===== config.mk =====
export PLATFORM = sky130hd
export DESIGN_NAME = pc_sequencer
export DESIGN_NICKNAME = d
export VERILOG_FILES = /design/src/rtl/pc_pkg.sv /design/src/rtl/pc_next_sel.sv /design/src/rtl/pc_sequencer.sv
export SDC_FILE = /design/constraint.sdc
export NUM_CORES = 1
export LEC_CHECK = 0
export BUFFER_PORTS_ARGS = -buffer_cell sky130_fd_sc_hd__buf_2
export CAP_MARGIN = 5
export CORE_MARGIN = 2
export CORE_UTILIZATION = 46
export DETAILED_ROUTE_END_ITERATION = 8
export GPL_ROUTABILITY_DRIVEN = 0
export PLACE_DENSITY = 0.73
export SLEW_MARGIN = 20
export SYNTH_ARGS = -nofsm -noshare
export SYNTH_HDL_FRONTEND = slang
export SYNTH_SLANG_ARGS = --single-unit
export TNS_END_PERCENT = 50

===== constraint.sdc =====
create_clock -name clk -period 7.89 [get_ports clk]
set_input_delay 0.3945 -clock clk [delete_from_list [all_inputs] [get_ports clk]]
set_output_delay 0.3945 -clock clk [all_outputs]
set_load 0.01 [all_outputs]

===== src/rtl/pc_pkg.sv =====
// Shared types and constants for the program-counter sequencer.
// Holds the FSM state encoding and the two PC increment sizes.
// Imported by pc_next_sel and pc_sequencer; the PC_RVC_EN macro is not used here.
package pc_pkg;

  // The encoding is visible on state_out, so the values are fixed.
  typedef enum logic [1:0] {
    BOOT = 2'd0,
    RUN  = 2'd1,
    HALT = 2'd2
  } pc_state_e;

  localparam int PC_INC_W = 4;  // 32-bit instruction
  localparam int PC_INC_C = 2;  // 16-bit compressed instruction

endpackage : pc_pkg


===== src/rtl/pc_next_sel.sv =====
// pc_next_sel: combinational next-PC priority mux with redirect-target alignment check.
// Ports: state/pc_q/accept come from pc_sequencer; trap_req, redirect_*, halt_req and
//   instr_is_c (PC_RVC_EN builds only) come from control; pc_next and misalign_next are its outputs.
// Macro PC_RVC_EN: 2/4-byte increment and halfword alignment; otherwise a fixed 4-byte increment and word alignment.
module pc_next_sel
  import pc_pkg::*;
#(
  parameter int              XLEN     = 64,
  parameter logic [XLEN-1:0] TRAP_VEC = XLEN'('h100)
) (
  input  pc_state_e         state,
  input  logic [XLEN-1:0]   pc_q,
  input  logic              trap_req,
  input  logic              redirect_valid,
  input  logic [XLEN-1:0]   redirect_target,
  input  logic              halt_req,
  input  logic              accept,
`ifdef PC_RVC_EN
  input  logic              instr_is_c,
`endif
  output logic [XLEN-1:0]   pc_next,
  output logic              misalign_next
);

  logic            target_ok;
  logic [XLEN-1:0] inc;

`ifdef PC_RVC_EN
  assign target_ok = (redirect_target[0] == 1'b0);
  assign inc       = instr_is_c ? XLEN'(PC_INC_C) : XLEN'(PC_INC_W);
`else
  assign target_ok = (redirect_target[1:0] == 2'b00);
  assign inc       = XLEN'(PC_INC_W);
`endif

  always_comb begin
    pc_next       = pc_q;
    misalign_next = 1'b0;
    case (state)
      RUN: begin
        if (trap_req) begin
          pc_next = TRAP_VEC;
        end else if (redirect_valid) begin
          // A rejected target vectors to the trap handler rather than fetching garbage.
          pc_next       = target_ok ? redirect_target : TRAP_VEC;
          misalign_next = !target_ok;
        end else if (halt_req) begin
          pc_next = pc_q;
        end else if (accept) begin
          // Plain modular add: the PC wraps silently past the top of the address space.
          pc_next = pc_q + inc;
        end
      end
      HALT: begin
        if (trap_req) begin
          pc_next = TRAP_VEC;
        end else if (redirect_valid) begin
          pc_next       = target_ok ? redirect_target : TRAP_VEC;
          misalign_next = !target_ok;
        end
      end
      default: begin
        pc_next = pc_q;
      end
    endcase
  end

endmodule : pc_next_sel


===== src/rtl/pc_sequencer.sv =====
// pc_sequencer: fetch-address register with BOOT/RUN/HALT FSM, valid/ready fetch handshake,
//   trap/redirect handling, misalign pulse and an accepted-fetch counter.
// Ports: clk/rst (sync, active-high); stall, redirect_*, trap_req, halt_req, resume, fetch_ready,
//   instr_is_c (PC_RVC_EN only) in; pc_out, fetch_valid, misalign, state_out, fetch_cnt out.
// Macro PC_RVC_EN enables compressed-instruction stepping; fetch_valid is combinational from state and stall.
module pc_sequencer
  import pc_pkg::*;
#(
  parameter int              XLEN      = 64,
  parameter logic [XLEN-1:0] RESET_VEC = '0,
  parameter logic [XLEN-1:0] TRAP_VEC  = XLEN'('h100),
  parameter int              CNT_W     = 32
) (
  input  logic              clk,
  input  logic              rst,
  input  logic              stall,
  input  logic              redirect_valid,
  input  logic [XLEN-1:0]   redirect_target,
  input  logic              trap_req,
  input  logic              halt_req,
  input  logic              resume,
  input  logic              fetch_ready,
`ifdef PC_RVC_EN
  input  logic              instr_is_c,
`endif
  output logic [XLEN-1:0]   pc_out,
  output logic              fetch_valid,
  output logic              misalign,
  output logic [1:0]        state_out,
  output logic [CNT_W-1:0]  fetch_cnt
);

  pc_state_e        state_q, state_d;
  logic [XLEN-1:0]  pc_q, pc_d;
  logic             misalign_q, misalign_d;
  logic [CNT_W-1:0] cnt_q, cnt_d;
  logic             accept;

  assign fetch_valid = (state_q == RUN) && !stall;
  assign accept      = fetch_valid && fetch_ready;

  pc_next_sel #(
    .XLEN     (XLEN),
    .TRAP_VEC (TRAP_VEC)
  ) u_next_sel (
    .state           (state_q),
    .pc_q            (pc_q),
    .trap_req        (trap_req),
    .redirect_valid  (redirect_valid),
    .redirect_target (redirect_target),
    .halt_req        (halt_req),
    .accept          (accept),
`ifdef PC_RVC_EN
    .instr_is_c      (instr_is_c),
`endif
    .pc_next         (pc_d),
    .misalign_next   (misalign_d)
  );

  // Next-state logic. Trap and redirect outrank halt in RUN; trap also pulls HALT back to RUN.
  always_comb begin
    state_d = state_q;
    case (state_q)
      BOOT: state_d = RUN;
      RUN: begin
        if (!trap_req && !redirect_valid && halt_req) begin
          state_d = HALT;
        end
      end
      HALT: begin
        if (trap_req || resume) begin
          state_d = RUN;
        end
      end
      default: state_d = BOOT;
    endcase
  end

  // The counter follows the handshake alone, even when a redirect or trap wins the PC.
  always_comb begin
    cnt_d = cnt_q;
    if (accept) begin
      cnt_d = cnt_q + CNT_W'(1);
    end
  end

  always_ff @(posedge clk) begin
    if (rst) begin
      state_q    <= BOOT;
      pc_q       <= RESET_VEC;
      misalign_q <= 1'b0;
      cnt_q      <= '0;
    end else begin
      state_q    <= state_d;
      pc_q       <= pc_d;
      misalign_q <= misalign_d;
      cnt_q      <= cnt_d;
    end
  end

  assign pc_out    = pc_q;
  assign misalign  = misalign_q;
  assign state_out = state_q;
  assign fetch_cnt = cnt_q;

endmodule : pc_sequencer


======== After elaboration in Yosys (flattened, before gate mapping) ========
Index checks and enable logic that the tools add are counted.
operators by class
  $add $sub $neg .......................... 2
  multipliers ............................. 0
  divide/modulo/power cells ............... 0
  magnitude comparators ................... 0
  eq/ne operators ......................... 7
  shift-type cells ........................ 0
  multiplexer cells ....................... 11
  bitwise logic cells ..................... 2
  reductions and logical operators ........ 16
operators with widths
  cell                     number
  $mux W64                 7
  $pmux W64 S2             1
  $add A64 B3 Y64 const B  1
  $add A32 B1 Y32 const B  1
  $ne A4 B4 Y1 const B     2
  $pmux W2 S3              1
  $logic_and A1 B1 Y1      4
  $logic_not A1 Y1         4
  $logic_not A2 Y1         2
  $mux W2                  2
  $reduce_and A4 Y1        1
  $reduce_or A4 Y1         1
  $ne A3 B3 Y1 const B     1
  $eq A2 B1 Y1 const B     1
  $eq A2 B2 Y1 const B     1
  $ne A2 B1 Y1 const B     1
  $ne A2 B2 Y1 const B     1
  $not A1 Y1               2
  $reduce_and A2 Y1        1
  $reduce_bool A2 Y1       1
  $reduce_or A2 Y1         1
  $logic_or A1 B1 Y1       1
word-level totals
  register bits after elaboration ......... 99
  latch bits .............................. 0
  bits in writable memories ............... 0
  ROM bits ................................ 0
  bits of input ports ..................... 72
  output and inout bits ................... 100
  logic and storage cells ................. 42
  memories kept ........................... 0

======== Logic depth before layout (Yosys ltp) ========
Gate-level depths: netlist of the first run.
  depth after elaboration ................. 8
  mapped depth ............................ 10
  mapped depth without buffers ............ 8

======== By module ========
From an unflattened synthesis of the first run, not the netlist that was laid out.
second synthesis, totals
  cells, all modules ...................... 900
  area total of the unflattened synthesis .. 6697.7 um2
modules (own cells, without submodules)
  module        times used  cells an instance  area an instance (um2)  seq. area each (um2)
  pc_sequencer  1           323                3364.5                  1981.9
  pc_next_sel   1           577                3333.2                  0.0

======== Least setup slack after synthesis of the first run ========
Ideal clock, no wire load.
  path type ............................... register to register
  start point ............................. register state_q[0] (netlist: state_out[0])
  end point ............................... register pc_q[52] (netlist: pc_out[52])
  setup time .............................. 0.076 ns
  data arrival time ....................... 2.532 ns
  data required time ...................... 7.814 ns
  setup slack ............................. 5.282 ns
  stages on the path, launching flop included .. 10
  buffers on the path ..................... 3
  period minus slack after synthesis ...... 2.608 ns
  cell sequence ........................... dfxtp_1 inv_1 ha_1 nor4b_1 o41ai_2 or4_1 clkbuf_1 clkbuf_1 buf_1 o22ai_1
on the way
  word-level cells in the longest chain between the ends .. 5
  elaborated cells on any way between the ends .. 10
  those cells by class .................... eq/ne: 5; mux: 1; reduce/logical: 4
RTL lines
  item                         line                                   source
  start: declaration           pc_sequencer.sv:33                     pc_state_e state_q, state_d;
  start signal: assignment     pc_sequencer.sv:94                     state_q <= state_d;
  $eq A2 B1 Y1                 pc_next_sel.sv:39, pc_sequencer.sv:39
  $logic_and A1 B1 Y1          pc_sequencer.sv:39                     assign fetch_valid = (state_q == RUN) && !stall;
  $logic_and A1 B1 Y1          pc_sequencer.sv:40                     assign accept = fetch_valid && fetch_ready;
  $ne A4 B4 Y1 (no line)       --
  $reduce_and A4 Y1 (no line)  --
  end signal: assignment       pc_sequencer.sv:95                     pc_q <= pc_d;
  end: declaration             pc_sequencer.sv:34                     logic [XLEN-1:0] pc_q, pc_d;
Parallel ways exist; a longest one is shown, timed or not.
A chain may end at the register's enable or synchronous reset.

======== Worst setup path after layout of the first run ========
  start point ............................. register state_q[0] (netlist: state_out[0])
  end point ............................... register pc_q[37] (netlist: pc_out[37])
Same word-level chain as after synthesis.

==> out/metrics.yaml, run 1 <==
wire_per_inst_um: 17.30
area_delta_synth_final_pct: 22.35
clock_sinks: 99
endpoint_kind: "flip-flop"
yosys-top-cells-area: "dfxtp_1 35%, nor2_1 5.5%, xor2_1 5.4%, a21oi_1 4.4%, nand3_1 4.1%"
cts.root.buffer_cell: "clkbuf_16"
status: "complete, no violations"
syn_nets: 809
seq_area_frac_synth: 0.3515
fin_ws_ns: 4.393
maxCapViolations: 0
via_count: 6232
worst_slew_pin_slew_ns: 1.052
cts_buffers: 9
std_cell_rows: 40
io_pins: 172
clk_pin_slew_ns: 0.07
portBuffers: 171
start_kind: "flip-flop"
routed_wirelength_um: 17840
clockBufferDepth: 2
antenna_found_initial: 3
start_util: 0.4694
finClkSkew_ns: 0.007635
hp-start: "redirect_target[60]"
min_path_type: "in -> reg"
htree_levels: 3
cts_tree: "done"
pwr-share-clk: 0.319
ir_worst_vdd_v: 0.0001249
fin_cells: 1031
worstPathCellList: "inv_1 > ha_1 > nor4b_1 > o41a_1 > nor2_1 > buf_4 > a21o_1 > a221o_1"
crit-reg2reg-capture: "pc_out[37]"
p_int_mw: 0.9091
p_sw_frac: 0.3693
core_um2: 12010
track_usage: 0.2690
synth_seq_cells: 99
achievable-frequency_mhz: 286.0
clkLatencyLatePin_ns: 0.36
rsz0062_at_grt: "no"
synth_top_area_frac: 0.3515
regToRegStartpoint: "state_out[0]"
synthArstFlopShare: 0
p_sw_mw: 0.5322
path_max_fanout: 28
netlist-cell-type-count: 54
holdBufCountCts: 0
fin_area_um2: 6898
period_share: 0.4432
dr.pass1.iters: 8
ys_warn_count: 0
drv_slew: 0
combPwrFrac: 0.282
min_period_ns: 3.497
crit_slowest_cell: "o41a_1"
grt_pass1_wl_um: 28300
drtIter0Drc: 602
critPathKind: "reg -> reg"
gr-total-overflow: 0
placed_cells: 1014
grt_max_degree: 55
crit_buf_inv: 2
min_to: "pc_out[60]"
grt_pass1_vias: 5493
drc: 0
cp_data_arrival_time_ns: 3.74
num-fill-cells: 1142
drive_above_1_share: 0.2356
required_ns: 8.14
r2r_slack_ns: 4.39
setup_tns_ns: 0
dpl_cell_area_um2: 6591
finalSetupViolations: 0
powerDensity_nw_per_um2: 208.9
yosys.area.top_type: "dfxtp_1"
post_cts_buffers: 0
cellLeakagePower_nw: 2.724
post_cts_resized: 0
ff2ff_path_depth: 8
vias_per_cell: 6.045
crit_path_max_incr_delay_ns: 0.92
min_path_cells: 3
die_w_um: 114.7
final_util: 0.5743
hold_violations: 0
die_y_um: 114.7
synth-edff-count: 0
ant_nets: 0
avgSynthCellArea_um2: 7.713
dp_hpwl_um: 12840
relSlewSlack: 0.2948
netlist_area_um2: 5638
pre_cts_ws_ns: 4.443
seq_power_share: 0.399
nNetsFinal: 956
syn-instance-count: 731
die_area_um2: 13160
synth_ff_type: "dfxtp_1"
cp_top_family: "compound AO/OA/AOI/OAI gates"
-- cell families after synthesis --
| family | share of synthesized area |
|---|---|
| and+or+nand+nor | 0.3191 |
| muxes | 0.001775 |
| AOI/OAI and AO/OA | 0.1829 |
| DFF | 0.3515 |
| xor gates and xnor gates | 0.09321 |
| buffers and inverters | 0.03817 |
| adders and majority gates | 0.01332 |
-- through the flow --
| stage | hold slack (ns) | power, mW |
|---|---|---|
| 3_5_place_dp | 0.4448 | 0.9855 |
| 6_report | 0.2375 | 1.441 |
| 4_1_cts | 0.2307 | 1.444 |
| 5_1_grt | 0.2663 | 1.514 |
| 2_1_floorplan | 0.4994 | 0.8484 |
| 3_3_place_gp | 0.4473 | 0.9778 |
-- state kept, by name, summed over array words and instances, names as in the netlist --
register / count
state_out: 2
pc_out: 64
fetch_cnt: 32
misalign: 1
-- cells in the final DEF, fill, tap and decap left out, drive strengths merged, types with 3 or more instances in the layout --
master and instances:
nand2 56, or4 7, o211ai 6, a21oi 50, nor4 19, a221o 3, nand3b 5, nand3 47
ha 6, o22ai 30, dfxtp 99, xnor2 25, o21ai 31, nor3 31, and2 4, clkbuf 10
or2 4, nor2 83, xor2 35, or3 9, inv 16, buf 179, and4 9, a22oi 25
nand4 32, and3 28
-- cells in the mapped netlist, drive strengths merged, types with 7 or more instances --
cell type,count
o22ai,30
nor3,31
or4,7
nor2,83
xor2,35
nand3,47
and4,9
nor4,19
dfxtp,99
nand2,56
a22oi,25
inv,14
a21oi,50
and3,28
or3,9
xnor2,25
o21ai,31
clkbuf,39
nand4,32
-- worst max-delay path by stage --
stage | startpoint | to | slack, ns | depth (start not counted)
2_1_floorplan | state_out[0] | pc_out[52] | 5.28 | 9
3_3_place_gp | state_out[0] | pc_out[49] | 4.60 | 9
3_5_place_dp | state_out[0] | pc_out[37] | 4.44 | 8
4_1_cts | state_out[0] | pc_out[49] | 4.42 | 9
5_1_grt | state_out[0] | pc_out[38] | 4.07 | 9
6_report | state_out[0] | pc_out[37] | 4.39 | 8
-- worst reg2reg max path, stage by stage, from the launching register on --
cell	delay (ns)
dfxtp_1	0.41
inv_1	0.08
ha_1	0.29
nor4b_1	0.67
o41a_1	0.92
nor2_1	0.32
buf_4	0.27
a21o_1	0.15
a221o_1	0.28
-- power by group through the flow --
| stage | clock network [mW] | logic, mW | registers (mW) |
|---|---|---|---|
| after floorplan | 0 | 0.265 | 0.583 |
| after global placement | 0 | 0.394 | 0.584 |
| after detailed placement | 0 | 0.400 | 0.585 |
| after CTS | 0.467 | 0.403 | 0.574 |
| after global routing | 0.484 | 0.451 | 0.579 |
| final | 0.460 | 0.407 | 0.575 |
-- routing by layer --
layer,share of wire,GRT usage,vias up
li1,-,-,2991
met1,0.42,0.3588,2904
met2,0.46,0.4205,298
met3,0.092,0.06406,37
met4,0.027,0.1100,2
met5,0.00090,0,-
-- cell type report --
class,instances,area [µm²],share of cell area
multi-input cells,575,3460,0.5015
flip-flops and latches,99,1982,0.2873
repair buffers,179,915.9,0.1328
clock buffers,10,229.0,0.03319
well taps,147,183.9,0.02666
clock inverters,6,72.57,0.01052
inverters,14,52.55,0.007618
diodes,1,2.502,0.0003628
Power figures use the tool's default switching activity.
==> inputs of run 2 (changes only) <==
==> constraint.sdc (replaced) <==
create_clock -name clk -period 3.55 [get_ports clk]
set_input_delay 0.1775 -clock clk [delete_from_list [all_inputs] [get_ports clk]]
set_output_delay 0.1775 -clock clk [all_outputs]
set_load 0.01 [all_outputs]
==> run 2 against run 1 <==
Largest power group unchanged. First-iteration DRC count decreased by 18%. Largest cell class unchanged. Worst setup slack got worse by 4.1 ns. Register-to-register slack got worse by 4.1 ns. Combinational power grew 130%. Non-clock buffer count grew 9. Wire length grew 1.2%. Sequential power increased by 120%. Final area grew 1.3%. Flip-flop and latch count unchanged. Fmax increased by 8.2%. Critical endpoint is now pc_out[16].
==> out/metrics.yaml, run 2 (synthesis gave the netlist of run 1 again) <==
start_util: 0.4694  # unchanged
whs_ns: 0.03750  # -0.2000 ns
vias_per_cell: 5.956  # -1.5%
io_pins: 172  # unchanged
min_path_type: "in -> reg"
crit_slowest_cell: "nor2_1"
dpl_cell_area_um2: 6659  # +1.0%
drc: 0  # unchanged
dp_hpwl_um: 12970  # +1.1%
via_count: 6188  # -0.71%
htree_levels: 3  # unchanged
fin_ws_ns: 0.3188  # -4.074 ns
status: "complete, no violations"
clockBufferDepth: 2  # unchanged
endpoint_kind: "flip-flop"
achievable-frequency_mhz: 309.5  # +8.2%
clk_pin_slew_ns: 0.07  # about the same
crit_path_max_incr_delay_ns: 0.74  # -0.18 ns
post_cts_buffers: 0  # unchanged
nNetsFinal: 965  # +0.94%
setup_tns_ns: 0  # unchanged
required_ns: 3.78  # -4.36 ns
finalSetupViolations: 0  # unchanged
relSlewSlack: 0.3384  # +0.04361
final_util: 0.5817  # +0.007396
num-fill-cells: 1147  # +0.44%
n_antenna_cell: 0  # -1
ant_nets: 0  # unchanged
antenna_found_initial: 2  # -1
period_share: 0.9102  # +0.4670
finalPower_mw: 3.315  # +130%
clkLatencyLatePin_ns: 0.35  # about the same
pre_cts_ws_ns: 0.4093  # -4.033 ns
track_usage: 0.2683  # -0.0006839
drtIter0Drc: 493  # -18%
die_area_um2: 13160  # unchanged
largest_reg_flops: 64  # unchanged
finClkSkew_ns: 0.008487  # +0.0008513 ns
std_cell_rows: 40  # unchanged
post_cts_resized: 0  # unchanged
powerDensity_nw_per_um2: 474.4  # +130%
fin_area_um2: 6987  # +1.3%
final_common_cell: "buf_2"
portBuffers: 171  # unchanged
min_period_ns: 3.231  # -0.2655 ns
die_w_um: 114.7  # unchanged
fin_cells: 1039  # +0.78%
grt_pass1_vias: 5518  # +0.46%
maxCapViolations: 0  # unchanged
core_um2: 12010  # unchanged
cellLeakagePower_nw: 2.783  # +2.2%
dr.pass1.iters: 5  # -3
clock_sinks: 99  # unchanged
cts_buffers: 9  # unchanged
drv_slew: 0  # unchanged
routed_wirelength_um: 18050  # +1.2%
grt_max_degree: 47  # -15%
layout_common_cells: "171 x buf_2, 99 x dfxtp_1, 83 x nor2_1"
cts_tree: "done"
crit_buf_inv: 1  # -1
hold_violations: 0  # unchanged
cp_top_family: "simple AND/OR/NAND/NOR gates"
drive_above_1_share: 0.2422  # +0.006592
start_kind: "flip-flop"
worstPathCellList: "inv_1 > ha_1 > nor4b_1 > o41ai_4 > or3_1 > nor2_1 > nand2_1 > o311ai_0"
area_delta_synth_final_pct: 23.92
rsz0062_at_grt: "no"
placed_cells: 1023  # +0.89%
worst_slew_pin_slew_ns: 0.9834  # -0.06874 ns
cts.root.buffer_cell: "clkbuf_16"
grt_pass1_wl_um: 28070  # -0.80%
wire_per_inst_um: 17.38  # +0.41%
critPathKind: "reg -> reg"
cp_data_arrival_time_ns: 3.46  # -0.28 ns
ir_worst_vdd_v: 0.0003016  # +140%
holdBufCountCts: 0  # unchanged
gr-total-overflow: 0  # unchanged
path_max_fanout: 11  # -61%
die_y_um: 114.7  # unchanged
-- run 2: cell count changes in the layout (fill, tap and decap cells not counted) --
cell	previous run	this run
diode_2	1	0
nor2_2	1	0
clkinv_4	2	1
inv_6	2	1
bufinv_16	1	2
clkbuf_8	0	1
buf_4	8	17
nor2_1	82	83
-- run 2: tightest hold or removal path: stages --
cell     delay, ns
buf_2         0.08
nand2_1       0.04
nand3_1       0.06
-- run 2: layout make-up --
| cell class | instances | area, µm² | share of cell area |
|---|---|---|---|
| multi-input combinational | 575 | 3457 | 0.4948 |
| inverter | 14 | 52.55 | 0.007521 |
| tap | 147 | 183.9 | 0.02633 |
| sequential | 99 | 1982 | 0.2837 |
| clock inverter | 5 | 85.08 | 0.01218 |
| timing repair buffer | 188 | 983.4 | 0.1408 |
| clock buffer | 11 | 242.7 | 0.03474 |
-- run 2: final timing paths --
check / start / end / slack [ns] / cells after the start
max reg2reg: state_out[0] / pc_out[16] / 0.32 / 8
min reg2reg: pc_out[0] / pc_out[0] / 0.46 / 1
min: redirect_target[60] / pc_out[60] / 0.04 / 3
max: state_out[0] / pc_out[16] / 0.32 / 8
-- run 2: where the power goes --
part	leakage [nW]	internal, mW	switching, mW
clock network	0.156	0.642	0.450
logic	1.83	0.319	0.629
registers	0.799	1.17	0.103
total	2.78	2.13	1.18
-- run 2: per-layer routing --
layer  GRT usage  share of wire  up-vias
met5           0         0.0018        -
met4      0.1044          0.028        4
met3     0.05929          0.090       36
met2      0.4221           0.45      293
met1      0.3605           0.43     2853
li1            -              -     3002
